<file path="config.mk">
export PLATFORM = sky130hd
export DESIGN_NAME = lc3b_ctrl_pipe
export DESIGN_NICKNAME = d
export VERILOG_FILES = /design/src/rtl/lc3b_ctrl_pipe_pkg.sv /design/src/rtl/lc3b_ctrl_pipe_decode.sv /design/src/rtl/lc3b_ctrl_pipe.sv
export SDC_FILE = /design/constraint.sdc
export NUM_CORES = 1
export LEC_CHECK = 0
export CORE_ASPECT_RATIO = 2
export CORE_MARGIN = 2
export CORE_UTILIZATION = 35
export DETAILED_ROUTE_END_ITERATION = 7
export PLACE_DENSITY_LB_ADDON = 0.12
export SLEW_MARGIN = 20
export SYNTH_ARGS = -nofsm -noshare
export SYNTH_HDL_FRONTEND = slang
export SYNTH_SLANG_ARGS = --single-unit
</file>
<file path="constraint.sdc">
create_clock -name clk -period 1.6 [get_ports clk]
set_clock_uncertainty 0.15 [all_clocks]
set_input_delay 0.32 -clock clk [delete_from_list [all_inputs] [get_ports clk]]
set_output_delay 0.32 -clock clk [all_outputs]
set_load 0.01 [all_outputs]
</file>
<file path="src/rtl/lc3b_ctrl_pipe_pkg.sv">
// rtl/lc3b_ctrl_pipe_pkg.sv - LC-3b shared types for the pipelined control decoder
package lc3b_types;

   typedef enum logic [3:0] {
      op_br   = 4'h0,
      op_add  = 4'h1,
      op_ldb  = 4'h2,
      op_stb  = 4'h3,
      op_jsr  = 4'h4,
      op_and  = 4'h5,
      op_ldr  = 4'h6,
      op_str  = 4'h7,
      op_rti  = 4'h8,
      op_not  = 4'h9,
      op_ldi  = 4'hA,
      op_sti  = 4'hB,
      op_jmp  = 4'hC,
      op_shf  = 4'hD,
      op_lea  = 4'hE,
      op_trap = 4'hF
   } lc3b_opcode;

   typedef enum logic [2:0] {
      alu_add  = 3'd0,
      alu_and  = 3'd1,
      alu_not  = 3'd2,
      alu_sll  = 3'd3,
      alu_srl  = 3'd4,
      alu_sra  = 3'd5,
      alu_pass = 3'd6
   } lc3b_aluop;

   typedef struct packed {
      lc3b_opcode opcode;
      lc3b_aluop  aluop;
      logic       sr2mux_sel;
      logic       load_cc;
      logic       load_regfile;
      logic       mem_read;
      logic       mem_write;
      logic       branch;
      logic       indirect_step;
   } lc3b_control_word;

   typedef enum logic {
      SEQ_IDLE = 1'b0,
      SEQ_IND2 = 1'b1
   } lc3b_seq_state;

endpackage

</file>
<file path="src/rtl/lc3b_ctrl_pipe_decode.sv">
// rtl/lc3b_ctrl_pipe_decode.sv - combinational LC-3b instruction to control-word decoder
module lc3b_ctrl_decode
   import lc3b_types::*;
(
   input  logic [15:0]      i_ir,
   input  logic             i_indirect_step,
   output lc3b_control_word o_ctrl,
   output logic             o_supported
);

   // Only the opcode and the immediate select steer the control word.
   logic w_unused_ir;
   assign w_unused_ir = ^{i_ir[11:6], i_ir[4:0]};

   // Table decode; every field defaults to zero except the opcode.
   always_comb begin
      o_ctrl        = '0;
      o_supported   = 1'b1;
      o_ctrl.opcode = lc3b_opcode'(i_ir[15:12]);
      case (o_ctrl.opcode)
         op_add, op_and: begin
            o_ctrl.aluop        = (o_ctrl.opcode == op_add) ? alu_add : alu_and;
            o_ctrl.sr2mux_sel   = i_ir[5];
            o_ctrl.load_regfile = 1'b1;
            o_ctrl.load_cc      = 1'b1;
         end
         op_not: begin
            o_ctrl.aluop        = alu_not;
            o_ctrl.load_regfile = 1'b1;
            o_ctrl.load_cc      = 1'b1;
         end
         op_ldr: begin
            o_ctrl.aluop        = alu_add;
            o_ctrl.mem_read     = 1'b1;
            o_ctrl.load_regfile = 1'b1;
            o_ctrl.load_cc      = 1'b1;
         end
         op_str: begin
            o_ctrl.aluop     = alu_add;
            o_ctrl.mem_write = 1'b1;
         end
         op_br: begin
            o_ctrl.aluop  = alu_pass;
            o_ctrl.branch = 1'b1;
         end
         op_ldi, op_sti: begin
            if (!i_indirect_step) begin
               // First micro-op: compute the pointer address and read it.
               o_ctrl.aluop    = alu_add;
               o_ctrl.mem_read = 1'b1;
            end else begin
               // Second micro-op: use the fetched pointer as the address.
               o_ctrl.aluop         = alu_pass;
               o_ctrl.indirect_step = 1'b1;
               if (o_ctrl.opcode == op_ldi) begin
                  o_ctrl.mem_read     = 1'b1;
                  o_ctrl.load_regfile = 1'b1;
                  o_ctrl.load_cc      = 1'b1;
               end else begin
                  o_ctrl.mem_write = 1'b1;
               end
            end
         end
         default: o_supported = 1'b0;
      endcase
   end

endmodule

</file>
<file path="src/rtl/lc3b_ctrl_pipe.sv">
// rtl/lc3b_ctrl_pipe.sv - LC-3b control pipeline with indirect sequencer, stall and partial flush
module lc3b_ctrl_pipe
   import lc3b_types::*;
#(
   parameter int STAGES       = 4,
   parameter int FLUSH_STAGES = 2
) (
   input  logic                           clk,
   input  logic                           rst,
   input  logic                           in_valid,
   output logic                           in_ready,
   input  logic [15:0]                    ir,
   input  logic                           stall,
   input  logic                           flush,
   output logic [STAGES-1:0]              stage_valid,
   output lc3b_control_word [STAGES-1:0]  stage_ctrl,
   output logic                           illegal
);

   lc3b_seq_state                 r_state;
   lc3b_seq_state                 w_state_next;
   logic [15:0]                   r_ir;
   logic                          r_illegal;
   logic [STAGES-1:0]             r_valid;
   lc3b_control_word [STAGES-1:0] r_ctrl;

   logic             w_accept;
   logic             w_is_indirect;
   logic             w_emit_step1;
   logic             w_in_valid;
   logic [15:0]      w_dec_ir;
   lc3b_control_word w_dec_word;
   logic             w_dec_supported;

   assign in_ready      = !rst && !stall && !flush && (r_state == SEQ_IDLE);
   assign w_accept      = in_valid && in_ready;
   assign w_is_indirect = (ir[15:12] == op_ldi) || (ir[15:12] == op_sti);
   assign w_emit_step1  = !rst && !stall && !flush && (r_state == SEQ_IND2);
   assign w_dec_ir      = (r_state == SEQ_IND2) ? r_ir : ir;
   // Unsupported opcodes still enter stage 0, but as a bubble.
   assign w_in_valid    = (w_accept && w_dec_supported) || w_emit_step1;

   lc3b_ctrl_decode u_decode (
      .i_ir            (w_dec_ir),
      .i_indirect_step (r_state == SEQ_IND2),
      .o_ctrl          (w_dec_word),
      .o_supported     (w_dec_supported)
   );

   // Sequencer state register.
   always_ff @(posedge clk) begin
      if (rst) r_state <= SEQ_IDLE;
      else     r_state <= w_state_next;
   end

   // Sequencer next state: flush abandons a pending step1, stall holds it.
   always_comb begin
      w_state_next = r_state;
      case (r_state)
         SEQ_IDLE: if (w_accept && w_is_indirect) w_state_next = SEQ_IND2;
         SEQ_IND2: if (flush || !stall)           w_state_next = SEQ_IDLE;
         default:                                 w_state_next = SEQ_IDLE;
      endcase
   end

   // Latch the indirect instruction so step1 can be decoded after ir moves on.
   always_ff @(posedge clk) begin
      if (rst)                            r_ir <= '0;
      else if (w_accept && w_is_indirect) r_ir <= ir;
   end

   // One-cycle pulse for each accepted unsupported opcode.
   always_ff @(posedge clk) begin
      if (rst) r_illegal <= 1'b0;
      else     r_illegal <= w_accept && !w_dec_supported;
   end

   for (genvar i = 0; i < STAGES; i++) begin : g_stage
      localparam bit L_YOUNG    = (i < FLUSH_STAGES);
      localparam bit L_BOUNDARY = (i == FLUSH_STAGES);
      logic             w_src_valid;
      lc3b_control_word w_src_ctrl;

      if (i == 0) begin : g_head
         assign w_src_valid = w_in_valid;
         assign w_src_ctrl  = w_dec_word;
      end else begin : g_body
         assign w_src_valid = r_valid[i-1];
         assign w_src_ctrl  = r_ctrl[i-1];
      end

      // Stage register: flush squashes young stages even under stall; the
      // first older stage takes a bubble so a squashed word cannot leak past.
      always_ff @(posedge clk) begin
         if (rst) begin
            r_valid[i] <= 1'b0;
            r_ctrl[i]  <= '0;
         end else if (flush && L_YOUNG) begin
            r_valid[i] <= 1'b0;
         end else if (!stall) begin
            r_valid[i] <= w_src_valid && !(flush && L_BOUNDARY);
            r_ctrl[i]  <= w_src_ctrl;
         end
      end
   end

   assign stage_valid = r_valid;
   assign stage_ctrl  = r_ctrl;
   assign illegal     = r_illegal;

endmodule

</file>
After elaboration in Yosys (flattened, before gate mapping)
Index checks and enable logic that the tools add are counted.
{"block": "classes", "eq_ne": 9, "muxes": 20, "n_bitwise": 3, "n_reduce_logical": 23}
{"operator": "4-bit equality test (second input constant)", "n": 5}
{"operator": "16-bit two-way mux", "n": 1}
{"operator": "4-bit by 3-bit equality test with 1-bit output (second input constant)", "n": 3}
{"operator": "3-bit one-hot mux with 4 select lines", "n": 1}
{"operator": "1-bit two-way mux", "n": 11}
{"operator": "1-bit logical AND", "n": 9}
{"operator": "8-bit OR reduction", "n": 1}
{"operator": "3-bit two-way mux", "n": 2}
{"operator": "1-bit one-hot mux with 2 select lines", "n": 3}
{"operator": "2-bit OR reduction", "n": 3}
{"operator": "4-bit by 1-bit equality test with 1-bit output (second input constant)", "n": 1}
{"operator": "1-bit zero test", "n": 4}
{"operator": "4-bit zero test", "n": 1}
{"operator": "2-bit one-hot mux with 2 select lines", "n": 1}
{"operator": "4-bit OR reduction", "n": 1}
{"operator": "1-bit logical OR", "n": 3}
{"operator": "1-bit NOT", "n": 3}
{"operator": "2-bit two-way mux", "n": 1}
{"operator": "2-bit AND reduction", "n": 1}
{"block": "word_totals", "regBits": 78, "out_inout_bits": 62}

Longest topological paths before layout
{"block": "logic_depth", "word_depth": 8, "ltp_mapped": 6}

Cells and area by module
From an unflattened synthesis, not the netlist that was laid out.
{"block": "hier_totals", "cells_unflattened": 361, "hier_area_um2": 3215.6}
{"module": "lc3b_ctrl_pipe", "n_inst": 1, "cells_each": 327, "area_per_inst_um2": 2979.1, "seq_area_each_um2": 1561.5}
{"module": "lc3b_ctrl_decode", "n_inst": 1, "cells_each": 34, "area_per_inst_um2": 236.5, "seq_area_each_um2": 0.0}

Worst setup path after synthesis
OpenSTA, ideal clock, no wires.
{"block": "synth_path", "path_kind": "input -> register", "startpoint": "input stall", "endpoint": "register r_ir[12]", "setup_time_ns": 0.128, "arrival_ns": 1.348, "slack_ns": -0.025, "path_stages": 5, "n_path_buf": 1, "path_cell_list": "buf_2 nor4_4 nand4_1 mux2i_1 nor2_1"}
{"block": "synth_via", "elab_chain_cells": 6}
{"item": "from (decl)", "line_no": "lc3b_ctrl_pipe.sv:13", "rtl": "input logic stall,"}
{"item": "1-bit zero test"}
{"item": "1-bit logical AND (3 in series)", "line_no": "lc3b_ctrl_pipe.sv:35", "rtl": "assign in_ready = !rst && !stall && !flush && (r_state == SEQ_IDLE);"}
{"item": "named net in_ready", "line_no": "lc3b_ctrl_pipe.sv:11", "rtl": "output logic in_ready,"}
{"item": "1-bit logical AND", "line_no": "lc3b_ctrl_pipe.sv:36", "rtl": "assign w_accept = in_valid && in_ready;"}
{"item": "1-bit logical AND", "line_no": "lc3b_ctrl_pipe.sv:69", "rtl": "else if (w_accept && w_is_indirect) r_ir <= ir;"}
{"item": "to (signal assigned)", "line_no": "lc3b_ctrl_pipe.sv:69"}
{"item": "to (decl)", "line_no": "lc3b_ctrl_pipe.sv:22", "rtl": "logic [15:0] r_ir;"}
The timed path passes the listed nets, and every way through them passes these cells.
A chain may end at the register's enable or synchronous reset.

Worst setup path after layout
{"block": "layout_path", "startpoint": "register r_state", "endpoint": "register r_valid[0] (netlist: g_stage[1].w_src_valid)"}
{"block": "layout_via", "elab_chain_cells": 6, "word_cells_on_any_way": 17}
{"item": "from (decl)", "line_no": "lc3b_ctrl_pipe.sv:20", "rtl": "lc3b_seq_state r_state;"}
{"item": "from (signal assigned)", "line_no": "lc3b_ctrl_pipe.sv:53", "rtl": "else r_state <= w_state_next;"}
{"item": "16-bit two-way mux", "line_no": "lc3b_ctrl_pipe.sv:39", "rtl": "assign w_dec_ir = (r_state == SEQ_IND2) ? r_ir : ir;"}
{"item": "4-bit by 3-bit equality test with 1-bit output (tied with other cells)", "line_no": "lc3b_ctrl_pipe_decode.sv:20", "rtl": "case (o_ctrl.opcode)"}
{"item": "8-bit OR reduction (no source line)"}
{"item": "1-bit two-way mux", "line_no": "lc3b_ctrl_pipe_decode.sv:20"}
{"item": "1-bit logical AND", "line_no": "lc3b_ctrl_pipe.sv:41", "rtl": "assign w_in_valid = (w_accept && w_dec_supported) || w_emit_step1;"}
{"item": "1-bit logical OR *", "line_no": "lc3b_ctrl_pipe.sv:41"}
{"item": "to (signal, indexed assignment)", "line_no": "lc3b_ctrl_pipe.sv:101", "rtl": "r_valid[i] <= w_src_valid && !(flush && L_BOUNDARY);"}
{"item": "to (decl)", "line_no": "lc3b_ctrl_pipe.sv:24", "rtl": "logic [STAGES-1:0] r_valid;"}
Every way passes the cells marked *; elsewhere a longest branch is shown, timed or not.

==> impl_metrics.yaml <==
sta:
  rsz0062_at_grt: "true"
  setup_tns_ns: -0.0640
  post-route-period-util_pct: 104
  relSlewSlack_pct: 58.1
  drv_slew: 0
  finalSetupViolCount: 1
  worst_slack_ns: -0.0640
  tightest_slew_ns: 0.629
  fmax_mhz: 601
  min_period_ns: 1.66
  finalHoldViolCount: 0
synth:
  synth.avg_cell_area_um2: 9.13
  netlist.top_cell.by_area: "dfxtp_1"
  ys_types: 41
  async_flop_share_pct: 0
  synthCells: 279
  synthTopCellsByArea: "dfxtp_1 (50%), mux2i_1 (13%), nor2_1 (6.5%)"
  synth_top_cell_area_share_pct: 49.5
  ys_seq_area_share_pct: 49.5
  synthFlopType: "dfxtp_1"
  yosys_warnings: 0
  syn-cell-area_mm2: 0.00255
  synth_edf_count: 0
  synth_fp_nets: 300
  ys_ff_latch: 63
power:
  leakagePower_nw: 1.77
  p_per_area_mw_per_mm2: 991
  total_power_mw: 3.69
  peakVddDrop_uv: 613
floorplan:
  io_pins: 83
  rows: 44
  dieArea_mm2: 0.00802
  die_w_um: 64.3
  die_y_um: 125
  start_util_pct: 35.6
  coreArea_mm2: 0.00716
detailed_routing:
  drtPass1Iterations: 4
  drt_iter0_drc: 106
  wl_um: 6050
  ant_nets: 0
  drc: 0
  vias: 2247
  avgRoutedWirePerCell_um: 13.0
  vias_per_cell: 4.83
placed_design:
  placed_area_mm2: 0.00347
  dp_hpwl_um: 4380
  port_buffers: 71
  place_congestion: 0.886
  post-place-ws_ns: -0.565
finish:
  postLayoutCellArea_mm2: 0.00372
  drive_gt1_share_pct: 15.5
  area_delta_synth_final_pct: 46.1
  utilization_pct: 52.0
  final_nets: 390
  antenna_cells: 0
grt:
  antenna_found_initial: 0
  grt_usage_pct: 15.9
  overflow: 0
  use_met3_pct: 3.61
  grt_pass1_wl_um: 9920
  globalRouteMet1Util_pct: 18.5
  grt_pass1_vias: 2067
  grt_max_degree: 63
  use_met2_pct: 26.3
  grt.busiest_layer: "met2"
clocking:
  cts_htree_levels: 3
  cts_root_buf: "clkbuf_16"
  numCtsBuffers: 9
  clock_path_buffers: 2
  worstSkewPairLatency_ns: 0.32
  postCtsHoldBufs: 0
  cts_sinks: 63
  cts_tree: "built"
  path_clk_slew_ns: 0.05
hold_path:
  hp-class: "in -> reg"
flow_run:
  cap_violations: 0
setup_path:
  critical_path.top_delay_family: "compound AO/OA/AOI/OAI gates"
  worstPathCellList: "buf_6, mux2i_2, a311o_1, a311oi_2, a2111oi_2"
  cpPeakStageDelay_ns: 0.39
  start_kind: "register"
  cp-end-kind: "register"
  criticalPathCategory: "reg -> reg"
  r2r_slack_ns: -0.06
  crit_path_top_delay_cell: "a311o_1"
  cp_max_fo: 6
  path_buf_inv: 1
  crit_required_ns: 1.62
  cp.arrival_ns: 1.68
run_status:
  status: "finished with violations"
  violations: "negative setup slack"
[metal layers]
layer,vias to the layer above,share of wire (%),wire length (um)
met5,-,0,0
met1,1049,43,2580
met2,58,51,3060
li1,1129,-,-
met3,11,4.2,252
met4,0,2.6,156
[worst paths after layout]
| path | startpoint | end | depth (start not counted) |
|---|---|---|---|
| setup reg to reg | r_state | g_stage[1].w_src_valid | 5 |
| setup / recovery | r_state | g_stage[1].w_src_valid | 5 |
| hold reg to reg | stage_ctrl[14] | stage_ctrl[14] | 2 |
| hold / removal | ir[12] | r_ir[12] | 4 |
[repair_timing]
item	in CTS	in global routing
endpoints found under the setup margin	94	10
buffers inserted	1	3
gates resized for setup	74	6
pin swaps	6	6
cloned	0	0
[metrics by stage]
step	hold WS [ns]	instances
2_1_floorplan	0.247	279
3_3_place_gp	0.314	446
3_5_place_dp	0.317	446
4_1_cts	0.297	462
5_1_grt	0.322	465
6_report	0.283	465
[cell usage in the layout, fill, tap and decap left out, drive strengths merged, types with 3 or more instances in the layout]
cell type | synthesis | layout
dlygate4sd2 | 0 | 65
clkbuf | 12 | 14
o21ai | 5 | 5
a21oi | 23 | 23
nand3b | 4 | 4
buf | 15 | 38
a311oi | 3 | 3
inv | 3 | 3
mux2i | 34 | 34
nand2 | 34 | 34
dfxtp | 63 | 63
nand2b | 5 | 5
nor2 | 45 | 45
nor3b | 3 | 3
a211oi | 3 | 3
[flip-flops by register name, summed over array words and instances, names as in the netlist]
register / flops
stage_valid: 1
r_state: 1
stage_ctrl: 52
r_ir: 5
g_stage.w_src_valid: 3
illegal: 1
[worst min-delay path, cell delays in order]
cell and delay [ns]:
dlymetal6s2s_1 0.13, buf_6 0.13, mux2i_1 0.06, nor2_1 0.07
[Yosys cell counts, types with 2 or more instances]
cell,number
dfxtp_1,63
nor2_1,44
mux2i_1,34
nand2_1,34
a21oi_1,23
clkbuf_1,12
buf_2,8
buf_4,7
nand2b_1,5
o21ai_0,5
nand3b_1,4
a211oi_1,3
inv_1,3
nor3b_1,3
a311oi_1,2
and3b_1,2
nand4_1,2
nor3_1,2
[report_power, final]
part	switching, mW	total (mW)	internal [mW]	leakage (nW)
registers	0.0186	1.61	1.60	0.510
clock network	0.597	1.79	1.20	0.131
logic	0.148	0.283	0.135	1.13
[cells by family (layout without fill, tap and decap cells)]
kind of cell | after synthesis | after routing | synth area share, %
AO/OA/AOI/OAI | 45 | 45 | 11.2
buffers and inverters | 30 | 124 | 5.84
AND/OR/NAND/NOR | 105 | 105 | 19.3
multiplexers | 35 | 35 | 13.8
XOR/XNOR | 1 | 1 | 0.344
flip-flops | 63 | 63 | 49.5
[area by class of cell]
| cell class | instances | area (um2) |
|---|---|---|
| well taps | 92 | 115 |
| repair buffers | 106 | 903 |
| fillers | 719 | 3430 |
| multi-input cells | 186 | 1150 |
| flip-flops and latches | 63 | 1260 |
| clock buffers | 14 | 244 |
| clock inverters | 1 | 30.0 |
| inverters | 3 | 11.3 |
No activity file was read; power rests on OpenSTA's default activity.
